`config.mk`:
```
export PLATFORM = sky130hd
export DESIGN_NAME = pc_sequencer
export DESIGN_NICKNAME = d
export VERILOG_FILES = /design/src/rtl/pc_sequencer_pkg.sv /design/src/rtl/pc_sequencer_mem_wait_timer.sv /design/src/rtl/pc_sequencer.sv
export SDC_FILE = /design/constraint.sdc
export NUM_CORES = 1
export LEC_CHECK = 0
export ABC_AREA = 1
export BUFFER_PORTS_ARGS = -buffer_cell sky130_fd_sc_hd__buf_2
export CORE_MARGIN = 2
export CORE_UTILIZATION = 56
export DETAILED_ROUTE_END_ITERATION = 10
export HOLD_SLACK_MARGIN = 0.15
export PLACE_DENSITY = 0.78
export SYNTH_ARGS = -nofsm -noshare
export SYNTH_HDL_FRONTEND = slang
export SYNTH_SLANG_ARGS = --single-unit
export TNS_END_PERCENT = 50
```
`constraint.sdc`:
```
create_clock -name clk -period 1.88 [get_ports clk]
set_input_delay 0.282 -clock clk [delete_from_list [all_inputs] [get_ports clk]]
set_output_delay 0.282 -clock clk [all_outputs]
set_load 0.01 [all_outputs]
```
`src/rtl/pc_sequencer_pkg.sv`:
```
// Shared types and constants for the instruction sequencer and the PC unit.
package pc_sequencer_pkg;

  localparam int unsigned TIMEOUT_DEFAULT = 255;
  localparam int unsigned CNT_W_DEFAULT   = 8;
  localparam int unsigned BR_W            = 3;

  // Branch-type encoding understood by the PC unit
  localparam logic [BR_W-1:0] JMP_NONE   = 3'd0;
  localparam logic [BR_W-1:0] JMP_JAL    = 3'd1;
  localparam logic [BR_W-1:0] JMP_JALR   = 3'd2;
  localparam logic [BR_W-1:0] JMP_BRANCH = 3'd3;

  typedef enum logic [2:0] {
    ST_BOOT,
    ST_FETCH,
    ST_DECODE,
    ST_MEM,
    ST_WB,
    ST_HALT,
    ST_TRAP
  } seq_state_t;

endpackage

```
`src/rtl/pc_sequencer_mem_wait_timer.sv`:
```
// Wait-cycle counter shared by the fetch and data-memory waits.
module mem_wait_timer #(
  parameter int unsigned TIMEOUT = 255,
  parameter int unsigned CNT_W   = 8
) (
  input  logic clk,
  input  logic rstn,
  input  logic clear,
  input  logic count,
  output logic expired_c
);

  logic [CNT_W-1:0] cnt;

  // Asserted in the last allowed wait cycle: one more low-ready cycle reaches TIMEOUT
  assign expired_c = (cnt == CNT_W'(TIMEOUT - 1));

  always_ff @(posedge clk or negedge rstn) begin
    if (!rstn) begin
      cnt <= '0;
    end else if (clear) begin
      cnt <= '0;
    end else if (count && !expired_c) begin
      cnt <= cnt + CNT_W'(1);
    end
  end

endmodule

```
`src/rtl/pc_sequencer.sv`:
```
// Multi-cycle control FSM sequencing PC unit, instruction and data memory,
// one instruction at a time, with halt/trap status and a retired counter.
module pc_sequencer
  import pc_sequencer_pkg::*;
#(
  parameter int unsigned TIMEOUT = TIMEOUT_DEFAULT,
  parameter int unsigned CNT_W   = CNT_W_DEFAULT
) (
  input  logic            clk,
  input  logic            rstn,
  input  logic            imem_ready,
  input  logic            dmem_ready,
  input  logic            dec_load,
  input  logic            dec_store,
  input  logic            dec_rd_we,
  input  logic            dec_halt,
  input  logic            dec_illegal,
  input  logic [BR_W-1:0] dec_branch_type,
  output logic            imem_req,
  output logic            ir_we,
  output logic            dmem_req,
  output logic            dmem_we,
  output logic            reg_we,
  output logic            stay,
  output logic [BR_W-1:0] branch_type,
  output logic            halted,
  output logic            trap,
  output logic [31:0]     retired
);

  seq_state_t state, state_next;
  logic       waiting_c;
  logic       ready_c;
  logic       expired_c;

  assign waiting_c = (state == ST_FETCH) || (state == ST_MEM);
  assign ready_c   = (state == ST_FETCH) ? imem_ready : dmem_ready;

  // Counter sits at zero outside the wait states, so it is clear on every entry
  mem_wait_timer #(
    .TIMEOUT (TIMEOUT),
    .CNT_W   (CNT_W)
  ) u_timer (
    .clk       (clk),
    .rstn      (rstn),
    .clear     (!waiting_c),
    .count     (waiting_c && !ready_c),
    .expired_c (expired_c)
  );

  always_ff @(posedge clk or negedge rstn) begin
    if (!rstn) begin
      state <= ST_BOOT;
    end else begin
      state <= state_next;
    end
  end

  always_comb begin
    state_next = state;
    case (state)
      ST_BOOT:   state_next = ST_FETCH;
      ST_FETCH: begin
        if (imem_ready)     state_next = ST_DECODE;
        else if (expired_c) state_next = ST_TRAP;
      end
      ST_DECODE: begin
        if (dec_illegal)                 state_next = ST_TRAP;
        else if (dec_halt)               state_next = ST_HALT;
        else if (dec_load || dec_store)  state_next = ST_MEM;
        else                             state_next = ST_WB;
      end
      ST_MEM: begin
        if (dmem_ready)     state_next = ST_WB;
        else if (expired_c) state_next = ST_TRAP;
      end
      ST_WB:     state_next = ST_FETCH;
      ST_HALT:   state_next = ST_HALT;
      ST_TRAP:   state_next = ST_TRAP;
      default:   state_next = ST_BOOT;
    endcase
  end

  // Control outputs decode from the registered state; only ir_we sees a ready
  always_comb begin
    imem_req    = 1'b0;
    ir_we       = 1'b0;
    dmem_req    = 1'b0;
    dmem_we     = 1'b0;
    reg_we      = 1'b0;
    stay        = 1'b1;
    branch_type = JMP_NONE;
    case (state)
      ST_FETCH: begin
        imem_req = 1'b1;
        ir_we    = imem_ready;
      end
      ST_MEM: begin
        dmem_req = 1'b1;
        dmem_we  = dec_store;
      end
      ST_WB: begin
        stay        = 1'b0;
        reg_we      = dec_rd_we;
        branch_type = dec_branch_type;
      end
      default: ;
    endcase
  end

  always_ff @(posedge clk or negedge rstn) begin
    if (!rstn) begin
      retired <= '0;
      halted  <= 1'b0;
      trap    <= 1'b0;
    end else begin
      if (state == ST_WB) retired <= retired + 32'd1;
      if (state_next == ST_HALT) halted <= 1'b1;
      if (state_next == ST_TRAP) trap <= 1'b1;
    end
  end

endmodule

```
==> impl_metrics.tcl, run 1 <==
set metrics [dict create \
    power_switching_uw 1078 \
    finalNetCount 481 \
    num_rows 26 \
    floorplan.core_area_um2 5075 \
    drc 0 \
    cts_root_buffer "sky130_fd_sc_hd__clkbuf_8" \
    critical-path-top-delay-family "simple AND/OR/NAND/NOR gates" \
    multi_input_comb_area_um2 1605 \
    die_h_um 76.17 \
    worst_setup_path_startpoint "state[0]" \
    worst_ep_required_time_ns 1.60 \
    holdCritPathClass "primary input to flop" \
    asyncSetResetFlopFracSynth_pct 100.0 \
    cts_inserted_buffers 5 \
    start_kind "flop" \
    clkSlewWorstSetupHoldPaths_ns 0.08 \
    cts_tree "done" \
    total_leakage_power_uw 0.001760 \
    power_per_cell_area_nw_per_um2 809.6 \
    synth.yosys.warnings 0 \
    io_pins 55 \
    synth_enable_flop_cells 0 \
    die_x_um 76.17 \
    grt_start_max_net_pins 27 \
    fin_skew_ns 0.008133 \
    fin_crit_sh_pct 92.88 \
    totalNegativeSetupSlack_ns 0 \
    worstMarginPinSlew_ns 0.4945 \
    postSynth.topFlopCell "sky130_fd_sc_hd__dfrtp_1" \
    start_util_pct 57.47 \
    crit_slowest_cell "sky130_fd_sc_hd__dfrtp_1" \
    arrival_time_worst_endpoint_ns 1.46 \
    p_comb_share_pct 33.5 \
    yosysMostFrequentCell "sky130_fd_sc_hd__nand2_1" \
    n_antenna_cell 0 \
    grt_first_pass_wirelength_mm 11.66 \
    fraction_of_final_layout_cells_sized_beyond_drive_strength_1_pct 21.63 \
    critical_path.max_stage_delay_ns 0.48 \
    ctsHtreeMaxLevel 2 \
    cap_violations 0 \
    total_routed_length_mm 6.404 \
    synth_fp_nets 421 \
    grt_overflow_total 0 \
    initialDrtViolationCount 233 \
    globalplace.congestion 0.9144 \
    ir_worst_vdd_v 0.0005937 \
    worstPathBufferInverterCount 1 \
    synth.top_cell.area_share_pct 38.61 \
    regToRegStartpoint "state[0]" \
    number_of_antenna_violations_at_the_first_check_in_global_routing 0 \
    layout_min_cycle_time_ns 1.746 \
    routed-wl-met2_mm 2.977 \
    detailedRoute.firstPassIterationCount 4 \
    critPathMaxFanout 23 \
    route.layer.met1.wl_mm 3.047 \
    critPathKind "flop to output pin" \
    synth_seq_cells 45 \
    filler_cell_count 481 \
    maxUsedRoutingLayer "met4" \
    ys_seq_area_share_pct 38.61 \
    seqCellArea_um2 1126 \
    report.final.setup_viol 0 \
    post_synth_instance_area_um2 2917 \
    syn_avg_cell_area_um2 7.184 \
    flow.area_growth_from_synthesis_pct 15.70 \
    max_buffers_root_to_sink 2 \
    clockPowerShare_pct 23.2 \
    register_share_of_total_power_pct 43.3 \
    swShare_pct 39.45 \
    area_of_the_die_um2 5801 \
    clkLatencyLatePin_ns 0.31 \
    worstPathCellList "nor2_2 > nand2_4 > nor2_1 > buf_2" \
    synth_commonest_cells "sky130_fd_sc_hd__nand2_1 (158), sky130_fd_sc_hd__nor2_1 (56), sky130_fd_sc_hd__dfrtp_1 (45), sky130_fd_sc_hd__inv_1 (33), sky130_fd_sc_hd__nand3_1 (16)" \
    internal_power_uw 1654 \
    dp_hpwl_mm 4.966 \
    yosys-top-cells-area "sky130_fd_sc_hd__dfrtp_1 (39%), sky130_fd_sc_hd__nand2_1 (20%), sky130_fd_sc_hd__nor2_1 (7.2%)" \
    vias 2692 \
    slew_headroom_pct 67.04 \
    grt_usage_pct 24.30 \
    drt-wirelength-per-cell_um 11.93 \
    met3_routed_wirelength_um 291 \
    fin_hold_ws_ns 0.3269 \
    outcome "complete, no violations" \
    io_buffers 54 \
    first_global_vias 2614 \
    syn_inst 406 \
    drtAntennaViolNets 0 \
    worst_setup_path_end_kind "output pin" \
    min-delay-start "dec_halt" \
    slew_violations 0 \
    rsz_0062_raised_after_global_routing "no" \
    synthDominantAreaCellType "sky130_fd_sc_hd__dfrtp_1" \
    fmaxAchievable_mhz 572.7 \
    synth.lib_cells_used.distinct 32 \
    drt-vias-per-instance 5.013 \
    cts_post_setup_buffers_inserted 0 \
    numClockSinks 45 \
    finalHoldViolCount 0 \
]
-- kinds of logic (layout without fill, tap and decap cells) --
group | Yosys count | after routing | share of synthesized area, %
AOI/OAI and AO/OA | 16 | 16 | 2.875
and+or+nand+nor | 279 | 279 | 45.47
xor gates and xnor gates | 18 | 18 | 5.405
adders and majority gates | 3 | 3 | 1.287
DFF | 45 | 45 | 38.61
buffers and inverters | 45 | 106 | 6.349
-- state kept, by name, summed over array words and instances, names as in the netlist --
register	count
halted	1
retired	32
u_timer.cnt	8
state	3
trap	1
-- worst paths after layout --
| kind | to | slack (ns) | cells after the start |
|---|---|---|---|
| worst min register to register | halted | 0.46 | 2 |
| worst min-delay path | state[0] | 0.33 | 5 |
| worst max-delay path | branch_type[1] | 0.13 | 4 |
| max in group asynchronous | retired[18] | 0.91 | 3 |
| min in group asynchronous | u_timer.cnt[7] | 0.46 | 2 |
| worst max register to register | retired[25] | 0.26 | 8 |
-- per-layer routing --
layer,global-route usage [%],vias up
li1,-,1372
met3,4.028,10
met4,6.909,0
met5,0,-
met1,33.26,1244
met2,40.18,66
-- metrics by stage --
stage | cells | total power (uW) | cell area [um2] | setup WS [ns] | util [%]
floorplan | 406 | 1880 | 2917 | 0.3873 | -
global placement | 528 | 2096 | 3268 | 0.3523 | 64.40
detailed placement | 528 | 2120 | 3268 | 0.2819 | 64.40
CTS | 537 | 2759 | 3374 | 0.1226 | 66.49
global route | 537 | 2928 | 3374 | 0.001364 | 66.49
finish | 537 | 2732 | 3374 | 0.1338 | 66.49
-- layout by cell type, fill, tap and decap left out, drive strengths merged --
master       count
a21oi            2
a31oi            1
and2             1
buf             55
clkbuf           6
clkinv           4
dfrtp           45
dlygate4sd3      1
ha               3
inv             40
nand2          167
nand3           22
nand3b          13
nand4            3
nor2            69
nor3             2
nor4             1
o21ai           12
o21bai           1
or2              1
xnor2            5
xor2            13
-- worst reg2reg max path, stage by stage (launching register included) --
cell and delay, ns:
sky130_fd_sc_hd__dfrtp_1 0.48, sky130_fd_sc_hd__nor2_2 0.17, sky130_fd_sc_hd__nand2_4 0.21, sky130_fd_sc_hd__nor2_8 0.19
sky130_fd_sc_hd__nand3_4 0.13, sky130_fd_sc_hd__nor2_4 0.15, sky130_fd_sc_hd__nand2_1 0.07, sky130_fd_sc_hd__nand2_1 0.07
sky130_fd_sc_hd__nand2_1 0.05
-- power by group through the flow --
stage	logic (uW)	clock network, uW	registers (uW)
3_5_place_dp	918	0	1200
3_3_place_gp	902	0	1190
4_1_cts	925	650	1180
6_report	916	633	1180
5_1_grt	1030	697	1200
2_1_floorplan	683	0	1200
-- timing repair --
action / CTS / global route
hold buffers: 1 / 0
hold endpoints to repair: 19 / 0
gates resized for setup: 0 / 0
-- area by class of cell --
cell class | count | share of cell area (%)
Inverter | 42 | 4.709
Timing Repair Buffer | 56 | 8.899
Sequential cell | 45 | 33.37
Clock inverter | 2 | 0.4079
Tap cell | 70 | 2.595
Multi-Input combinational cell | 316 | 47.57
Clock buffer | 6 | 2.447
(Power assumes the default switching activity.)
==> run 2: changes to the inputs <==
--- a/config.mk
+++ b/config.mk
@@ -6,7 +6,7 @@
 export NUM_CORES = 1
 export LEC_CHECK = 0
 export ABC_AREA = 1
-export BUFFER_PORTS_ARGS = -buffer_cell sky130_fd_sc_hd__buf_2
+export BUFFER_PORTS_ARGS = -buffer_cell sky130_fd_sc_hd__clkbuf_2
 export CORE_MARGIN = 2
 export CORE_UTILIZATION = 56
 export DETAILED_ROUTE_END_ITERATION = 10
==> run 2 against run 1 <==
  * Utilization is 0.39 points higher
  * Non-clock buffer count unchanged
  * Worst hold slack better by 0.023 ns
  * Largest cell class unchanged
  * Clock skew grew 0.0044 ns
  * Highest routed layer unchanged
  * Cell area up 0.59%
  * Critical endpoint unchanged
  * Global-route usage decreased by 0.10 points
==> impl_metrics.tcl, run 2 (synthesized netlist as in run 1, its figures left out) <==
set metrics [dict create \
    clkLatencyLatePin_ns 0.30 \
    finalNetCount 481 \
    cap_violations 0 \
    fraction_of_final_layout_cells_sized_beyond_drive_strength_1_pct 21.41 \
    swShare_pct 37.83 \
    max_buffers_root_to_sink 2 \
    flow.area_growth_from_synthesis_pct 16.39 \
    worstPathCellList "nor2_2 > nand2_4 > nor2_1 > clkbuf_2" \
    grt_first_pass_wirelength_mm 11.66 \
    numClockSinks 45 \
    drtAntennaViolNets 0 \
    initialDrtViolationCount 175 \
    holdCritPathClass "primary input to flop" \
    report.final.setup_viol 0 \
    drt-vias-per-instance 5.067 \
    layout_common_cells "sky130_fd_sc_hd__nand2_1 (158), sky130_fd_sc_hd__nor2_1 (56), sky130_fd_sc_hd__clkbuf_2 (54)" \
    io_pins 55 \
    die_h_um 76.17 \
    internal_power_uw 1789 \
    num_rows 26 \
    start_util_pct 57.47 \
    clockPowerShare_pct 26.6 \
    area_of_the_die_um2 5801 \
    arrival_time_worst_endpoint_ns 1.46 \
    largest_register_ffs 32 \
    power_switching_uw 1089 \
    ir_worst_vdd_v 0.0006011 \
    most_common_cell_after_layout_fill_and_taps_aside "sky130_fd_sc_hd__nand2_1" \
    io_buffers 54 \
    fmaxAchievable_mhz 573.0 \
    globalplace.congestion 0.9161 \
    total_leakage_power_uw 0.001740 \
    finished_layout_cells 537 \
    critPathKind "flop to output pin" \
    clkSlewWorstSetupHoldPaths_ns 0.08 \
    p_comb_share_pct 32.3 \
    post_placement_setup_slack_ns 0.2758 \
    fin_hold_ws_ns 0.3495 \
    power_per_cell_area_nw_per_um2 847.8 \
    ctsHtreeMaxLevel 2 \
    fin_area_um2 3395 \
    worst_setup_slack_after_layout_ns 0.1347 \
    vias 2721 \
    cts_inserted_buffers 5 \
    drc 0 \
    slew_violations 0 \
    grt_usage_pct 24.20 \
    layout_min_cycle_time_ns 1.745 \
    cts_tree "done" \
    first_global_vias 2600 \
    cts_root_buffer "sky130_fd_sc_hd__clkbuf_8" \
    finalHoldViolCount 0 \
    die_x_um 76.17 \
    fin_skew_ns 0.01250 \
    grt_overflow_total 0 \
    critical_path.max_stage_delay_ns 0.48 \
    dp_hpwl_mm 5.175 \
    reg2reg_slack_ns 0.23 \
    placed_inst_area_um2 3268 \
    floorplan.core_area_um2 5075 \
    detailedRoute.firstPassIterationCount 6 \
    place.detailed.instances 528 \
    crit_slowest_cell "sky130_fd_sc_hd__dfrtp_1" \
    worst_ep_required_time_ns 1.60 \
    register_share_of_total_power_pct 41.1 \
    slew_headroom_pct 63.91 \
    n_antenna_cell 0 \
    total_routed_length_mm 6.588 \
    worst_setup_path_end_kind "output pin" \
    worstMarginPinSlew_ns 0.5414 \
    outcome "complete, no violations" \
    fin_crit_sh_pct 92.84 \
    drt-wirelength-per-cell_um 12.27 \
    grt_start_max_net_pins 27 \
    reg_top3 "retired (32), u_timer.cnt (8), state (3)" \
    number_of_antenna_violations_at_the_first_check_in_global_routing 0 \
    start_kind "flop" \
    totalNegativeSetupSlack_ns 0 \
    critPathMaxFanout 23 \
    rsz_0062_raised_after_global_routing "no" \
    top_register "retired" \
]
==> run 2: layout make-up <==
cell class,count,area (um2)
Tap cell,70,87.58
Fill cell,465,1680
Clock inverter,1,30.03
Timing Repair Buffer,56,300.3
Sequential cell,45,1126
Clock buffer,7,86.33
Multi-Input combinational cell,316,1605
Inverter,42,158.9
==> run 2: layer usage <==
layer  vias to the layer above  share of wire [%]  wire length, um  global-route usage (%)
met3                        16                6.3              413                   3.673
met5                         -                  0                0                       0
li1                       1369                  -                -                       -
met2                       100                 45             2997                   39.64
met4                         0                2.2              148                   7.273
met1                      1236                 46             3029                   33.46
==> run 2: critical path: cells and delay by family (launching register included) <==
family / cells / cell delay (ns)
buf+inv: 1 / 0.15
flops: 1 / 0.48
simple gates: 3 / 0.54
==> run 2: path summary, 6_finish.rpt <==
check	cells after the start	from	to
worst min register to register	2	halted	halted
worst max-delay path	4	state[0]	branch_type[1]
worst min-delay path	5	imem_ready	state[1]
min in group asynchronous	2	rstn	retired[27]
worst max register to register	8	state[0]	retired[19]
max in group asynchronous	3	rstn	retired[18]
==> run 2: stage by stage <==
step | power, uW | utilization (%)
finish | 2878 | 66.89
global route | 3061 | 66.89
CTS | 2904 | 66.89
detailed placement | 2128 | 64.40
global placement | 2096 | 64.40
floorplan | 1880 | -
==> run 2: what timing repair did <==
action / CTS / global route
buffers inserted: 0 / 0
endpoints found under the hold margin: 19 / 0
hold buffers: 1 / 0
resized for setup: 0 / 0
==> run 2: power by group through the flow <==
stage / Clock (uW) / Combinational [uW] / Sequential [uW]
4_1_cts: 785 / 936 / 1180
6_report: 766 / 929 / 1180
5_1_grt: 827 / 1040 / 1200
2_1_floorplan: 0 / 683 / 1200
3_3_place_gp: 0 / 901 / 1200
3_5_place_dp: 0 / 926 / 1200
==> run 3: changes to the inputs <==
--- a/config.mk
+++ b/config.mk
@@ -5,13 +5,14 @@
 export SDC_FILE = /design/constraint.sdc
 export NUM_CORES = 1
 export LEC_CHECK = 0
-export ABC_AREA = 1
+export ABC_AREA = 0
 export BUFFER_PORTS_ARGS = -buffer_cell sky130_fd_sc_hd__clkbuf_2
+export CORE_ASPECT_RATIO = 2
 export CORE_MARGIN = 2
-export CORE_UTILIZATION = 56
+export CORE_UTILIZATION = 53
 export DETAILED_ROUTE_END_ITERATION = 10
 export HOLD_SLACK_MARGIN = 0.15
-export PLACE_DENSITY = 0.78
+export PLACE_DENSITY = 0.77
 export SYNTH_ARGS = -nofsm -noshare
 export SYNTH_HDL_FRONTEND = slang
 export SYNTH_SLANG_ARGS = --single-unit
==> run 3 against run 2 <==
  * Sequential share of layout area rose by 3.2 points
  * Die area fell by 14%
  * Largest cell class unchanged
  * Critical endpoint is now u_timer.cnt[7]
  * Area after synthesis fell by 20%
  * Largest power group unchanged
  * Highest routed layer unchanged
  * First-iteration DRC count fell by 81%
==> impl_metrics.tcl, run 3 <==
set metrics [dict create \
    synthDominantAreaCellType "sky130_fd_sc_hd__dfrtp_1" \
    number_of_antenna_violations_at_the_first_check_in_global_routing 0 \
    cts_tree "done" \
    n_antenna_cell 0 \
    largest_register_ffs 32 \
    top_register "retired" \
    worstPathBufferInverterCount 1 \
    yosys-top-cells-area "sky130_fd_sc_hd__dfrtp_1 (48%), sky130_fd_sc_hd__xor2_1 (6.4%), sky130_fd_sc_hd__xnor2_1 (5.3%)" \
    layout_min_cycle_time_ns 1.836 \
    critPathKind "flop to flop" \
    synth_fp_nets 248 \
    worstSetupPathDepth 6 \
    ctsHtreeMaxLevel 2 \
    die_h_um 97.71 \
    outcome "complete, no violations" \
    met3_global_route_usage_pct 4.769 \
    power_per_cell_area_nw_per_um2 972.6 \
    fin_skew_ns 0.01052 \
    cts_root_buffer "sky130_fd_sc_hd__clkbuf_8" \
    die_x_um 50.86 \
    grt_overflow_total 0 \
    synth_enable_flop_cells 0 \
    fin_area_um2 3105 \
    io_pins 55 \
    max_buffers_root_to_sink 2 \
    arrival_time_worst_endpoint_ns 2.09 \
    initialDrtViolationCount 34 \
    worstPathCellList "inv_1 > ha_1 > and3_4 > or3_4 > or4_4 > a21oi_2" \
    first_global_vias 2074 \
    area_of_the_die_um2 4969 \
    clkSlewWorstSetupHoldPaths_ns 0.10 \
    start_util_pct 54.16 \
    placed_inst_area_um2 2811 \
    most_common_cell_after_layout_fill_and_taps_aside "sky130_fd_sc_hd__clkbuf_2" \
    yosysMostFrequentCell "sky130_fd_sc_hd__dfrtp_1" \
    synth.top_cell.area_share_pct 48.39 \
    numClockSinks 45 \
    vias 2098 \
    grt_start_max_net_pins 20 \
    synth-simple-area-share_pct 25.43 \
    post_synthesis_share_of_cell_area_spent_on_xor_and_xnor_gates_pct 11.67 \
    holdCritPathClass "primary input to flop" \
    finish.utilization_pct 72.28 \
    asyncSetResetFlopFracSynth_pct 100.0 \
    postSynth.topFlopCell "sky130_fd_sc_hd__dfrtp_1" \
    start_kind "flop" \
    synth.yosys.warnings 0 \
    ir_worst_vdd_v 0.0008116 \
    slew_headroom_pct 69.51 \
    crit_slowest_cell "sky130_fd_sc_hd__or4_4" \
    cap_violations 0 \
    total_leakage_power_uw 0.001575 \
    reg_top3 "retired (32), u_timer.cnt (8), state (3)" \
    globalplace.congestion 0.8410 \
    grt_first_pass_wirelength_mm 9.273 \
    worst_setup_path_end_kind "flop" \
    critical_path.max_stage_delay_ns 0.42 \
    drt-vias-per-instance 5.640 \
    globalRouteMet1Util_pct 25.80 \
    worst_hold_path.num_cells 4 \
    critPathMaxFanout 4 \
    layout_common_cells "sky130_fd_sc_hd__clkbuf_2 (54), sky130_fd_sc_hd__dfrtp_1 (43), sky130_fd_sc_hd__buf_4 (27)" \
    syn_inst 233 \
    synth.lib_cells_used.distinct 45 \
    floorplan.core_area_um2 4297 \
    synth_seq_cells 45 \
    detailedRoute.firstPassIterationCount 4 \
    slew_violations 0 \
    fraction_of_the_mapped_netlist_area_in_compound_gates_pct 8.548 \
    ys_seq_area_share_pct 48.39 \
    worst_ep_required_time_ns 2.13 \
    cts_inserted_buffers 5 \
    synth_adder_area_share_pct 1.613 \
    syn_avg_cell_area_um2 9.988 \
    synth_top_family_by_area "simple AND/OR/NAND/NOR gates" \
    finalNetCount 332 \
    rsz_0062_raised_after_global_routing "yes" \
    global_routing_usage_on_met2_pct 44.33 \
    critical-path-top-delay-family "simple AND/OR/NAND/NOR gates" \
    most_used_layer_global_route "met2" \
    drt-wirelength-per-cell_um 15.83 \
    fraction_of_final_layout_cells_sized_beyond_drive_strength_1_pct 37.42 \
    finalHoldViolCount 0 \
    dp_hpwl_mm 4.189 \
    grt_usage_pct 24.61 \
    drc 0 \
    report.final.setup_viol 0 \
    fmaxAchievable_mhz 544.7 \
    depth_of_the_worst_register_to_register_path 6 \
    clkLatencyLatePin_ns 0.31 \
    post_synth_instance_area_um2 2327 \
    synth_commonest_cells "sky130_fd_sc_hd__dfrtp_1 (45), sky130_fd_sc_hd__nand2_1 (23), sky130_fd_sc_hd__xor2_1 (17), sky130_fd_sc_hd__inv_1 (15), sky130_fd_sc_hd__xnor2_1 (14)" \
    io_buffers 54 \
    total_routed_length_mm 5.890 \
    synth_mux_area_share_pct 0.4839 \
    worstMarginPinSlew_ns 0.4574 \
    reg2reg_slack_ns 0.04 \
    fin_crit_sh_pct 97.65 \
    num_rows 34 \
    flow.area_growth_from_synthesis_pct 33.44 \
    drtAntennaViolNets 0 \
]
-- run 3: cell families after synthesis --
logic type      Yosys count
compound gates           27
xor+xnor                 31
fa+ha+maj                 3
buf+inv                  21
flops                    45
mux                       1
simple gates            105
-- run 3: final cells by class --
class,count,area (um2)
Clock inverter,3,68.82
Clock buffer,5,68.82
Sequential cell,45,1129
Multi-Input combinational cell,167,1221
Tap cell,54,67.56
Inverter,15,56.30
Fill cell,346,1191
Timing Repair Buffer,83,494.2
-- run 3: layer usage --
| metal | share of wire (%) | vias up |
|---|---|---|
| met5 | 0 | - |
| met4 | 3.7 | 0 |
| met3 | 3.8 | 21 |
| met2 | 57 | 57 |
| met1 | 35 | 1022 |
| li1 | - | 998 |
-- run 3: path summary, 6_finish.rpt --
kind                                        to           start
worst max-delay path            u_timer.cnt[7]  u_timer.cnt[0]
worst min-delay path                  state[0]      imem_ready
worst max register to register  u_timer.cnt[7]  u_timer.cnt[0]
worst min register to register            trap            trap
max in group asynchronous             state[0]            rstn
min in group asynchronous       u_timer.cnt[5]            rstn
-- run 3: worst min-delay path: cells and delay by family --
| family | cells | cell delay [ns] |
|---|---|---|
| AOI/OAI and AO/OA | 1 | 0.15 |
| and+or+nand+nor | 1 | 0.11 |
| buffers and inverters | 2 | 0.15 |
-- run 3: timing repair --
item                       CTS  global route
hold endpoints to repair    17             0
gates resized for setup      2            20
buffers inserted             0             5
setup endpoints to repair    3            19
hold buffers                 1             0
pin swaps                    0             4
-- run 3: power breakdown --
group	internal, uW	switching (uW)	leakage [uW]	total, uW
Sequential	1060	112	0.000605	1170
Combinational	446	503	0.000901	949
Clock	535	363	0.0000687	899
-- run 3: metrics by stage --
stage / setup WS [ns] / instances / TNS (ns) / total power [uW] / hold slack, ns
final: 0.04424 / 372 / 0 / 3020 / 0.4071
after global routing: -0.03014 / 372 / -0.07355 / 3156 / 0.4133
after CTS: -0.01550 / 367 / -0.01550 / 2966 / 0.3850
after detailed placement: 0.005965 / 358 / 0 / 2051 / 0.2602
after global placement: 0.04226 / 358 / 0 / 2026 / 0.2574
after floorplan: -0.03377 / 233 / -0.1283 / 1669 / -0.01359
